### config.mk
export PLATFORM = sky130hd
export DESIGN_NAME = regf_wb_arbiter
export DESIGN_NICKNAME = d
export VERILOG_FILES = /design/src/rtl/regf_wb_arbiter.sv
export SDC_FILE = /design/constraint.sdc
export NUM_CORES = 1
export LEC_CHECK = 0
export CAP_MARGIN = 25
export CELL_PAD_IN_SITES_DETAIL_PLACEMENT = 0
export CELL_PAD_IN_SITES_GLOBAL_PLACEMENT = 2
export CORE_MARGIN = 2
export CORE_UTILIZATION = 23
export CTS_CLUSTER_DIAMETER = 80
export DETAILED_ROUTE_END_ITERATION = 7
export GPL_TIMING_DRIVEN = 0
export PLACE_DENSITY_LB_ADDON = 0.05
export SLEW_MARGIN = 20
export SYNTH_ARGS = -nofsm -noshare
export SYNTH_HDL_FRONTEND = slang
export SYNTH_SLANG_ARGS = --single-unit
### constraint.sdc
create_clock -name clk -period 2.3 [get_ports clk]
set_clock_uncertainty 0.05 [all_clocks]
set_input_delay 0.345 -clock clk [delete_from_list [all_inputs] [get_ports clk]]
set_output_delay 0.345 -clock clk [all_outputs]
set_load 0.01 [all_outputs]
### src/rtl/regf_wb_arbiter.sv
// Round-robin arbiter sharing the regfile write port among NUM_REQ writeback sources.
// Optional REGF_WB_ARB_X0_DROP_EN: x0 writes are accepted and dropped without arbitrating.
module regf_wb_arbiter #(
    parameter int NUM_REQ = 2,
    parameter int DATA_W  = 32,
    parameter int ADDR_W  = 5
) (
    input  logic                             clk,
    input  logic                             rst_n,
    input  logic [NUM_REQ-1:0]               req_valid,
    input  logic [NUM_REQ-1:0][ADDR_W-1:0]   req_rd_s,
    input  logic [NUM_REQ-1:0][DATA_W-1:0]   req_rd_v,
    output logic [NUM_REQ-1:0]               req_ready,
    output logic                             regf_we,
    output logic [ADDR_W-1:0]                rd_s_wb,
    output logic [DATA_W-1:0]                rd_v_wb,
    output logic [$clog2(NUM_REQ)-1:0]       rr_ptr_o
);

    localparam int PTR_W = $clog2(NUM_REQ);

    logic [PTR_W-1:0]   rr_ptr;
    logic [PTR_W-1:0]   win;
    logic [PTR_W-1:0]   nxt_ptr;
    logic               found;
    logic [NUM_REQ-1:0] drop;
    logic [NUM_REQ-1:0] elig;
    logic [NUM_REQ-1:0] grant;
    int                 idx;

`ifdef REGF_WB_ARB_X0_DROP_EN
    always_comb begin
        drop = '0;
        for (int i = 0; i < NUM_REQ; i++) begin
            drop[i] = req_valid[i] && (req_rd_s[i] == '0);
        end
    end
`else
    assign drop = '0;
`endif

    assign elig = req_valid & ~drop;

    // Scan from rr_ptr upward, wrapping at NUM_REQ.
    always_comb begin
        found = 1'b0;
        win   = '0;
        grant = '0;
        idx   = 0;
        for (int k = 0; k < NUM_REQ; k++) begin
            idx = int'(rr_ptr) + k;
            if (idx >= NUM_REQ) begin
                idx = idx - NUM_REQ;
            end
            if (!found && elig[idx]) begin
                found      = 1'b1;
                win        = PTR_W'(idx);
                grant[idx] = 1'b1;
            end
        end
    end

    assign nxt_ptr   = (win == PTR_W'(NUM_REQ - 1)) ? '0 : win + 1'b1;
    assign req_ready = rst_n ? (grant | drop) : '0;
    assign rr_ptr_o  = rr_ptr;

    always_ff @(posedge clk or negedge rst_n) begin
        if (!rst_n) begin
            regf_we <= 1'b0;
            rd_s_wb <= '0;
            rd_v_wb <= '0;
            rr_ptr  <= '0;
        end else begin
            regf_we <= found;
            if (found) begin
                rd_s_wb <= req_rd_s[win];
                rd_v_wb <= req_rd_v[win];
                rr_ptr  <= nxt_ptr;
            end
        end
    end

endmodule

==> Yosys cells after proc, flatten, opt, wreduce, memory -nomap -nowiden <==
Cells that the tools add are included.
{ "totals": {"ff_bits": 39, "word_cells": 44, "input_bits": 78, "output_inout_bits": 41} }
{ "classes": {"bitwise": 1, "muxes": 24, "magnitude_cmp": 7, "add_sub_neg": 4, "reduce_logical": 4} }
{ "ops": {"columns": ["op", "n"], "rows": [
  ["32-bit two-way mux", 4],
  ["32-bit by 1-bit >= comparator with 1-bit output (second input constant)", 2],
  ["32-bit by 3-bit < comparator with 1-bit output (second input constant)", 2],
  ["1-bit two-way mux", 13],
  ["5-bit two-way mux", 2],
  ["2-bit two-way mux", 3],
  ["1-bit logical AND", 3],
  ["1-bit by 2-bit subtractor with 3-bit output (second input constant)", 1],
  ["2-bit by 2-bit subtractor with 3-bit output (second input constant)", 1],
  ["1-bit by 1-bit adder with 2-bit output (second input constant)", 1],
  ["1-bit demux with 1-bit select", 2],
  ["1-bit by 2-bit >= comparator with 1-bit output (second input constant)", 1],
  ["2-bit >= comparator (second input constant)", 1],
  ["1-bit by 2-bit < comparator with 1-bit output (second input constant)", 1],
  ["2-bit bitwise OR", 1],
  ["1-bit adder (second input constant)", 1],
  ["1-bit logical NOT", 1]
]} }

==> Logic depth before layout (Yosys ltp) <==
Gate-level depths: netlist of run 1.
{ "logic_depth": {"depth_word": 11, "depth_mapped": 5} }

==> Least setup slack after synthesis of run 1 <==
OpenSTA, ideal clock, no wires.
{ "synth_path": {"kind": "reg2out", "from": "register rr_ptr, in the netlist rr_ptr_o", "to": "output req_ready[0]", "path_buffers": 1, "stages_incl_launch_ff": 5, "setup_slack_ps": 904, "arrival_time_ps": 1001, "cell_sequence": "dfrtp_1 > nand2_4 > nand2_4 > buf_8 > nor2_1"} }
{ "synth_via": {"elab_chain_len": 10, "word_cells_on_any_way": 30, "classes_between": "3 x add/sub; 6 x order compare; 16 x mux; 1 x bitwise; 4 x reduce/logical"} }
{ "synth_lines": {"columns": ["element", "line", "text"], "rows": [
  ["from (decl)", "22", "logic [PTR_W-1:0] rr_ptr;"],
  ["from (signal assigned)", "78", "rr_ptr <= nxt_ptr;"],
  ["1-bit by 1-bit adder with 2-bit output (tied with other cells)", "51", "idx = int'(rr_ptr) + k;"],
  ["2-bit by 2-bit subtractor with 3-bit output (tied with other cells)", "53", "idx = idx - NUM_REQ;"],
  ["32-bit two-way mux (tied with other cells)", "52", "if (idx >= NUM_REQ) begin"],
  ["32-bit by 1-bit >= comparator with 1-bit output (not written as such) (tied with other cells)", "58", "grant[idx] = 1'b1;"],
  ["1-bit logical AND (not written as such) (tied with other cells)", "58", null],
  ["1-bit two-way mux (not written as such) (tied with other cells)", "58", null],
  ["1-bit demux with 1-bit select (tied with other cells)", "58", null],
  ["2-bit bitwise OR (no source line) or 1-bit logical AND (tied branches)", null, null],
  ["2-bit two-way mux (*)", "55", "if (!found && elig[idx]) begin"],
  ["2-bit two-way mux (*)", "64", "assign req_ready = rst_n ? (grant | drop) : '0;"],
  ["to (decl)", "13", "output logic [NUM_REQ-1:0] req_ready,"]
]} }
Mark *: on every way between the ends. The rest lies on a longest branch, timed or not. The select of a mux whose other input is x is not followed.

==> Worst setup path after layout of run 1 <==
Same ends and word-level chain as after synthesis.

==> results.txt, run 1 <==
status: finished clean
register area: 977.2 sq um
Max Fclk: 0.4623 GHz
Root Driver: clkbuf_8
Port Buffer Count: 116
Hold WS: 0.07187 ns
Max Buffers Root-to-Sink: 2
Comb power frac: 34.4%
Synth Area in Simple Gates: 13.71%
drt drc: 0
Net Switching: 546.7 uW
Synth Area in Adders: 0%
post-route ant nets: 0
clock sink count: 39
post-synthesis cell count: 166
mux cell area share after synthesis: 6.541%
Initial DRT Pass Iterations: 4
Clock Latency Late Sink: 0.28 ns
synthesis-to-finish area growth: 73.77%
Setup CP Type: flip-flop to output port
# IOs: 119
Compound-Gate Fraction of Synth Area: 22.14%
GPL Wtd Cong: 0.6999
required time of the critical path: 1.90 ns
final setup violation count: 0
Sw Ratio: 28.09%
DP HPWL: 4.692 mm
Syn. warnings: 0
multi-input logic area: 843.3 sq um
Synth async-reset ratio: 100.0%
Synth Register Bits: 39
Worst Hold Class: primary input to asynchronous set/reset pin
clock network power share: 23.6%
layout cells sized above 1: 21.69%
CP startpoint kind: flip-flop
Worst Setup End Kind: output port
die width: 97.01 microns
register area share after synthesis: 49.06%
worst r2r src: rr_ptr_o$_DFFE_PN0P_
final hold violations: 0
most common cell after layout, fill and taps aside: clkdlybuf4s50_1
total CTS buffers: 5
EDFF count, synth: 0
Final nets: 372
Primary FF master, synth: dfrtp_1
worst endpoint data arrival time: 1.77 ns
Fillers: 799
most frequent cells in the layout: clkdlybuf4s50_1, dfrtp_1, or3_1, o221a_2
Global Route Usage Sum: 14.45%
first-pass GRT wire length: 10.89 mm
Reg2Reg Depth: 3
pin count of the biggest net entering global routing: 22
DR WL/cell: 17.27 microns
slew at the pin closest to its max-slew limit: 0.2917 ns
Critical Path Fanout Max: 10
final slew viol count: 0
Avg Synthesized Cell Area: 11.98 sq um
H-tree Lvls: 2
Tmin final: 2.163 ns
Post-Synth XOR/XNOR Area: 0%
Die ar.: 9410 sq um
Relative slew margins: 80.48%
Flop pwr share: 42.0%
RSZ-0062 raised after global routing: false
drt total wl: 6.908 mm
Pleak: 0.001402 uW
vias per cell: 4.825
r2r setup slk: 1.04 ns
Core ar.: 8299 sq um
DRT iter0 DRCs: 60
Die H: 97.01 microns
Unique masters post-synth: 21
RR Endpoint: rd_v_wb[5]$_DFFE_PN0P_
Pwr Density: 562.9 nW/um^2
fin crit share: 94.05%
CTS tree: yes
Via Count: 1,930
synthesized cell area: 1989 sq um
Inserted Diodes: 0
largest family of logic cells by synthesized area: compound AO/OA/AOI/OAI gates
initial antenna violation count: 0
vias in the first global route: 2,054
GRT Residual Overflow: 0
Internal Power: 1399 uW
post-synth net total: 244
fin util: 41.66%
Max-Cap Viols: 0
maximum VDD drop: 0.2887 mV
CTS clk-pin slew, worst paths: 0.08 ns
Initial Util: 23.97%
row cnt: 33
worst max path at each step:
stage	slack [ns]	to	from	cells past startpoint
final	0.14	req_ready[0]	rr_ptr_o$_DFFE_PN0P_	5
after global routing	0.02	req_ready[0]	rr_ptr_o$_DFFE_PN0P_	5
after CTS	0.005	req_ready[1]	rr_ptr_o$_DFFE_PN0P_	4
after detailed placement	0.07	req_ready[0]	rst_n	5
after global placement	-1.30	req_ready[1]	rst_n	4
after floorplan	0.90	req_ready[0]	rr_ptr_o$_DFFE_PN0P_	4
per-stage QoR:
stage | setup slack, ns | TNS, ns | std cells | instance area, sq um | power (uW)
finish | 0.1370 | 0 | 400 | 3457 | 1946
global route | 0.02483 | 0 | 400 | 3457 | 2067
CTS | 0.004624 | 0 | 396 | 3386 | 1970
detailed placement | 0.07257 | 0 | 388 | 3304 | 1487
global placement | -1.301 | -18.73 | 387 | 3282 | 1484
floorplan | 0.9042 | 0 | 166 | 1989 | 1091
area by class of cell:
| class | instances | share of cell area [%] |
|---|---|---|
| tap | 105 | 3.800 |
| multi-input combinational | 107 | 24.39 |
| timing repair buffer | 121 | 36.26 |
| clock inverter | 1 | 0.1448 |
| buffer | 18 | 4.705 |
| inverter | 2 | 0.2172 |
| clock buffer | 7 | 2.208 |
| sequential | 39 | 28.27 |
registers in the layout, summed over array words and instances (netlist names):
| name | count |
|---|---|
| rd_v_wb | 32 |
| rd_s_wb | 5 |
| regf_we | 1 |
| rr_ptr_o | 1 |
synth_stat cells, types with 2 or more instances:
master,n,area [sq um]
o221a_2,24,270.3
o21ai_0,4,20.02
buf_6,8,90.09
nand2_4,2,22.52
clkbuf_2,3,15.01
and3_2,4,30.03
and3_1,9,56.30
buf_2,4,20.02
nor2_1,2,7.510
buf_8,2,30.03
a31oi_1,13,81.33
or3_1,24,150.1
o21ai_1,9,45.04
dfrtp_1,39,975.9
mux2i_1,13,130.1
power groups by stage:
stage          clock (uW)  sequential (uW)  combinational [uW]
3_5_place_dp            0              831                 655
3_3_place_gp            0              833                 652
2_1_floorplan           0              872                 219
6_report              459              817                 670
4_1_cts               491              820                 659
5_1_grt               518              829                 719
logic make-up after synthesis:
kind of cell | count (synthesis)
AOI/OAI and AO/OA | 52
and+or+nand+nor | 42
DFF | 39
muxes | 13
buffers and inverters | 20
timing repair:
action | CTS | global route
hold endpoints to repair | 0 | 20
buffers inserted | 0 | 1
endpoints found under the setup margin | 0 | 2
hold buffers | 0 | 3
resized for setup | 0 | 2
worst max-delay path, stage by stage (launching register included):
cell and delay, ns:
dfrtp_2 0.46, nand2_4 0.12, nand2_4 0.11, buf_8 0.16
nor2_1 0.08, clkdlybuf4s50_1 0.55
per-layer routing:
metal  global-route usage, %  share of wire [%]  vias up  routed length (microns)
li1                        -                  -      901                        -
met1                   19.62                 47      946                     3244
met2                   22.33                 45       81                     3119
met3                   4.986                7.6        2                      526
met4                   3.034               0.25        0                       17
met5                       0                  0        -                        0
(Power assumes the default switching activity.)
==> run 2: changes to the inputs <==
--- a/config.mk
+++ b/config.mk
@@ -13,7 +13,7 @@
 export CTS_CLUSTER_DIAMETER = 80
 export DETAILED_ROUTE_END_ITERATION = 7
 export GPL_TIMING_DRIVEN = 0
-export PLACE_DENSITY_LB_ADDON = 0.05
+export PLACE_DENSITY = 0.82
 export SLEW_MARGIN = 20
 export SYNTH_ARGS = -nofsm -noshare
 export SYNTH_HDL_FRONTEND = slang
==> run 2 against run 1 <==
Against the previous run:
- critical path depth is the same
- highest routed layer unchanged
- largest power group unchanged
- sequential cell count is the same
- setup slack lost 0.050 ns
- total power grew 2.0%
- non-clock buffer count shrank 2
- critical path type unchanged
- register-to-register slack lost 0.06 ns
- global-route usage shrank 0.18 points
- design area shrank 0.83%
- sequential power grew 1%
- cell count shrank 0.50%
==> results.txt, run 2 (synthesis results as in run 1) <==
status: finished clean
drt drc: 0 (unchanged)
GRT Residual Overflow: 0 (unchanged)
# IOs: 119 (unchanged)
clock sink count: 39 (unchanged)
Reg2Reg Depth: 4 (+1)
final setup violation count: 0 (unchanged)
Inserted Diodes: 0 (unchanged)
layout cells sized above 1: 21.16% (-0.53 points)
maximum VDD drop: 0.2456 mV (-15%)
most frequent cells in the layout: clkdlybuf4s50_1, dfrtp_1, or3_1, o221a_2
largest registers: rd_v_wb (32), rd_s_wb (5)
Critical Path Fanout Max: 10 (unchanged)
Final nets: 370 (-0.54%)
required time of the critical path: 1.90 ns (about the same)
Largest register FFs: 32 (unchanged)
Clock Latency Late Sink: 0.28 ns (about the same)
drt total wl: 6.671 mm (-3.4%)
placed cells: 388 (unchanged)
H-tree Lvls: 2 (unchanged)
multi-input logic area: 843.3 sq um (unchanged)
total CTS buffers: 5 (unchanged)
DP HPWL: 4.887 mm (+4.2%)
RSZ-0062 raised after global routing: false
CP startpoint kind: flip-flop
Final Power: 1985 uW (+2.0%)
Core ar.: 8299 sq um (unchanged)
register area: 977.2 sq um (unchanged)
DRT iter0 DRCs: 70 (+17%)
Setup CP Type: flip-flop to output port
Max Buffers Root-to-Sink: 2 (unchanged)
Flop pwr share: 41.6% (-0.4 points)
final hold violations: 0 (unchanged)
fin cells: 398 (-0.50%)
row cnt: 33 (unchanged)
Relative slew margins: 53.05% (-27 points)
Hold WS: 0.05418 ns (-0.01768 ns)
Die H: 97.01 microns (unchanged)
Pleak: 0.001388 uW (-1.0%)
most common cell after layout, fill and taps aside: clkdlybuf4s50_1
fin util: 41.31% (-0.35 points)
pre-CTS worst setup slack: 0.2080 ns (+0.1355 ns)
CTS tree: yes
vias per cell: 4.721 (-2.2%)
worst r2r src: rr_ptr_o$_DFFE_PN0P_
Tmin final: 2.213 ns (+0.05036 ns)
Fillers: 837 (+4.8%)
final setup margin: 0.08660 ns (-0.05036 ns)
Max Fclk: 0.4518 GHz (-2.3%)
clock network power share: 25.9% (+2.3 points)
pin count of the biggest net entering global routing: 25 (+14%)
die width: 97.01 microns (unchanged)
Comb power frac: 32.5% (-1.9 points)
Pwr Density: 579.1 nW/um^2 (+2.9%)
fin crit share: 96.23% (+2.2 points)
initial antenna violation count: 0 (unchanged)
Initial DRT Pass Iterations: 4 (unchanged)
Worst Hold Class: primary input to asynchronous set/reset pin
Worst Setup End Kind: output port
vias in the first global route: 2,066 (+0.58%)
final slew viol count: 0 (unchanged)
Net Switching: 536.0 uW (-1.9%)
Initial Util: 23.97% (unchanged)
GPL Wtd Cong: 0.7039 (+0.57%)
total setup buffers inserted after CTS: 0 (unchanged)
CTS clk-pin slew, worst paths: 0.08 ns (about the same)
r2r setup slk: 0.98 ns (-0.06 ns)
Biggest register: rd_v_wb
RR Endpoint: rd_v_wb[28]$_DFFE_PN0P_
post-route ant nets: 0 (unchanged)
Max-Cap Viols: 0 (unchanged)
DR WL/cell: 16.76 microns (-2.9%)
first-pass GRT wire length: 10.83 mm (-0.57%)
Root Driver: clkbuf_8
Sw Ratio: 27.00% (-1.1 points)
Via Count: 1,879 (-2.6%)
slew at the pin closest to its max-slew limit: 0.7019 ns (+0.4102 ns)
Internal Power: 1449 uW (+3.6%)
synthesis-to-finish area growth: 72.33%
Global Route Usage Sum: 14.26% (-0.18 points)
Die ar.: 9410 sq um (unchanged)
worst endpoint data arrival time: 1.82 ns (+0.05 ns)
Port Buffer Count: 116 (unchanged)
## run 2: changes by cell type in the layout (fill, tap and decap cells not counted)
cell,before,now
buf_4,2,1
clkbuf_8,5,7
clkinv_2,1,0
clkbuf_4,1,0
buf_16,1,0
dlygate4sd3_1,0,1
buf_2,4,5
buf_12,3,2
clkbuf_1,2,1
## run 2: final cells by class
type                       instances  area share, %
clock buffer                       8          2.920
buffer                            18          4.745
multi-input combinational        107          24.60
inverter                           2         0.2190
timing repair buffer             119          35.18
sequential                        39          28.50
tap                              105          3.832
## run 2: stage by stage
step	TNS [ns]	instance area, sq um
global placement	-15.11	3282
finish	0	3428
detailed placement	0	3297
global route	0	3428
CTS	0	3428
floorplan	0	1989
## run 2: worst max-delay path by stage
stage	from	endpoint	cells after the start	slack, ns
6_report	rr_ptr_o$_DFFE_PN0P_	req_ready[0]	5	0.09
5_1_grt	rr_ptr_o$_DFFE_PN0P_	req_ready[1]	4	0.008
4_1_cts	rr_ptr_o$_DFFE_PN0P_	req_ready[0]	5	0.05
3_5_place_dp	rst_n	req_ready[0]	5	0.21
3_3_place_gp	rst_n	req_ready[0]	4	-1.21
2_1_floorplan	rr_ptr_o$_DFFE_PN0P_	req_ready[0]	4	0.90
## run 2: power by group through the flow
stage	registers, uW	clock network [uW]	logic (uW)
3_5_place_dp	837	0	647
2_1_floorplan	872	0	219
5_1_grt	839	567	693
3_3_place_gp	837	0	641
4_1_cts	827	539	656
6_report	825	515	645
## run 2: worst max-delay path, stage by stage, from the launching register on
cell and delay, ns:
dfrtp_2 0.49, nand2_4 0.15, nand2_4 0.11, buf_8 0.16, nor2_1 0.08, clkdlybuf4s50_1 0.54
## run 2: repair_timing
| action | 4_1_cts | 5_1_grt |
|---|---|---|
| hold buffers | 2 | 0 |
| gates resized for setup | 1 | 0 |
| endpoints found under the hold margin | 15 | 0 |
| pin swaps | 0 | 1 |
| endpoints found under the setup margin | 2 | 1 |
## run 2: layer usage
| metal | share of wire, % | vias up | track usage (%) |
|---|---|---|---|
| met5 | 0 | - | 0 |
| met4 | 0.58 | 0 | 3.142 |
| met3 | 5.4 | 5 | 3.324 |
| met2 | 47 | 63 | 23.18 |
| met1 | 47 | 912 | 19.36 |
| li1 | - | 899 | - |
==> run 3: changes to the inputs <==
--- a/config.mk
+++ b/config.mk
@@ -8,7 +8,6 @@
 export CAP_MARGIN = 25
 export CELL_PAD_IN_SITES_DETAIL_PLACEMENT = 0
 export CELL_PAD_IN_SITES_GLOBAL_PLACEMENT = 2
-export CORE_MARGIN = 2
 export CORE_UTILIZATION = 23
 export CTS_CLUSTER_DIAMETER = 80
 export DETAILED_ROUTE_END_ITERATION = 7
==> run 3 against run 2 <==
Against the previous run:
- setup slack better by 0.0086 ns
- sequential cell count unchanged
- sequential share of layout area is 0.083 points lower
- routed wire length shrank 5.5%
- register-to-register slack better by 0.02 ns
- fmax up 0.39%
- critical path type unchanged
==> results.txt, run 3 (synthesis results as in run 1) <==
Max-Cap Viols: 0 (unchanged)
drt drc: 0 (unchanged)
final instance area: 3438 sq um (+0.29%)
layout cells sized above 1: 21.16% (unchanged)
Root Driver: clkbuf_8
Fillers: 820 (-2.0%)
Max Fclk: 0.4536 GHz (+0.39%)
row cnt: 33 (unchanged)
Port Buffer Count: 116 (unchanged)
DRT iter0 DRCs: 46 (-34%)
CTS tree: yes
clock sink count: 39 (unchanged)
status: finished clean
Worst Hold Class: primary input to flip-flop
cell chain of the critical path: nand2_4, nand2_4, buf_8, nor2_1, clkdlybuf4s50_1
final hold violations: 0 (unchanged)
pin count of the biggest net entering global routing: 22 (-12%)
final slew viol count: 0 (unchanged)
synthesis-to-finish area growth: 72.83%
required time of the critical path: 1.90 ns (about the same)
fin util: 41.43% (+0.12 points)
Crit path max-delay family: buffers and inverters
Inserted Diodes: 0 (unchanged)
drt total wl: 6.304 mm (-5.5%)
maximum VDD drop: 0.2259 mV (-8.0%)
Critical Path Fanout Max: 10 (unchanged)
Initial DRT Pass Iterations: 4 (unchanged)
CTS clk-pin slew, worst paths: 0.09 ns (about the same)
Die ar.: 9026 sq um (-4.1%)
Final nets: 370 (unchanged)
Worst Setup End Kind: output port
vias in the first global route: 1,987 (-3.8%)
first-pass GRT wire length: 9.873 mm (-8.8%)
RSZ-0062 raised after global routing: false
DR WL/cell: 15.84 microns (-5.5%)
Max Buffers Root-to-Sink: 2 (unchanged)
# IOs: 119 (unchanged)
total placed instance area: 3304 sq um (+0.23%)
Largest register FFs: 32 (unchanged)
cell mode on critical path: nand2_4
Clock Latency Late Sink: 0.29 ns (about the same)
Tmin final: 2.205 ns (-0.008618 ns)
Pleak: 0.001392 uW (+0.34%)
DP HPWL: 4.571 mm (-6.5%)
total CTS buffers: 5 (unchanged)
buffers and inverters on the worst path: 2 (unchanged)
Final Power: 2051 uW (+3.3%)
Core ar.: 8299 sq um (unchanged)
post-route ant nets: 0 (unchanged)
Setup CP Type: flip-flop to output port
initial antenna violation count: 0 (unchanged)
final setup violation count: 0 (unchanged)
most common cell after layout, fill and taps aside: clkdlybuf4s50_1
Initial Util: 23.97% (unchanged)
GPL Wtd Cong: 0.6737 (-4.3%)
Relative slew margins: 41.86% (-11 points)
Via Count: 1,871 (-0.43%)
TNS Setup: 0 ns (unchanged)
slew at the pin closest to its max-slew limit: 0.8692 ns (+0.1673 ns)
Biggest register: rd_v_wb
fin crit share: 95.86% (-0.37 points)
worst endpoint data arrival time: 1.81 ns (about the same)
Die H: 95.01 microns (-2.1%)
Pwr Density: 596.6 nW/um^2 (+3.0%)
Slowest cell on crit path: clkdlybuf4s50_1
die width: 95.01 microns (-2.1%)
most frequent cells in the layout: clkdlybuf4s50_1, dfrtp_1, or3_1, o221a_2
Global Route Usage Sum: 14.27% (about the same)
CP max stage delay: 0.53 ns (about the same)
H-tree Lvls: 2 (unchanged)
CP startpoint kind: flip-flop
vias per cell: 4.701 (-0.43%)
largest registers: rd_v_wb (32), rd_s_wb (5)
GRT Residual Overflow: 0 (unchanged)
==> run 3: cell types whose count changed in the layout (fill, tap and decap cells not counted), sizes merged <==
cell and change:
bufinv +1, clkinv +2, buf -1, clkbuf -3, dlygate4sd3 +1
==> run 3: path summary, 6_finish.rpt <==
check                                  startpoint                 endpoint  slack [ns]  cells after the start
max in group asynchronous                   rst_n  rd_v_wb[30]$_DFFE_PN0P_        0.38                      3
setup reg to reg             rr_ptr_o$_DFFE_PN0P_   rd_s_wb[2]$_DFFE_PN0P_        1.00                      4
min in group asynchronous                   rst_n   rd_v_wb[7]$_DFFE_PN0P_        0.52                      3
hold / removal                       req_valid[1]  rd_v_wb[14]$_DFFE_PN0P_        0.43                      3
hold reg to reg            rd_s_wb[4]$_DFFE_PN0P_   rd_s_wb[4]$_DFFE_PN0P_        0.51                      2
setup / recovery             rr_ptr_o$_DFFE_PN0P_             req_ready[0]         0.1                      5
==> run 3: what timing repair did <==
item / CTS / global route
endpoints found under the setup margin: 0 / 2
buffers inserted: 0 / 0
hold endpoints to repair: 18 / 0
hold buffers: 2 / 0
gates resized for setup: 0 / 1
==> run 3: layout make-up <==
| cell class | instances | area (sq um) | area share, % |
|---|---|---|---|
| plain buffers | 18 | 162.7 | 4.731 |
| inverters | 2 | 7.507 | 0.2183 |
| clock buffers | 5 | 68.82 | 2.001 |
| flip-flops and latches | 39 | 977.2 | 28.42 |
| multi-input cells | 107 | 843.3 | 24.53 |
| clock inverters | 3 | 43.79 | 1.274 |
| repair buffers | 119 | 1204 | 35.01 |
| well taps | 105 | 131.4 | 3.821 |
==> run 3: routing by layer <==
metal	vias to the layer above	wire [microns]	global-route usage, %
met4	0	89	4.040
met5	-	0	0
met3	8	451	4.267
met1	892	2798	17.61
li1	900	-	-
met2	71	2964	23.98
==> run 3: per-stage QoR <==
step,instances,hold slack [ns],worst slack (ns)
3_5_place_dp,388,0.2990,0.3059
5_1_grt,398,0.4340,0.02206
4_1_cts,398,0.4171,0.02440
6_report,398,0.4274,0.09522
2_1_floorplan,166,-0.0005911,0.9042
3_3_place_gp,387,0.4809,-1.198
==> run 3: worst reg2reg max path, stage by stage (launching register included) <==
cell,delay (ns)
dfrtp_2,0.49
nand2_4,0.14
nand2_4,0.11
buf_8,0.16
o221a_2,0.25
==> run 3: report_power, final <==
part           total [uW]  internal (uW)  switching, uW
Sequential            824            772           52.0
Clock                 585            323            262
Combinational         642            402            239
Total                2050           1500            553
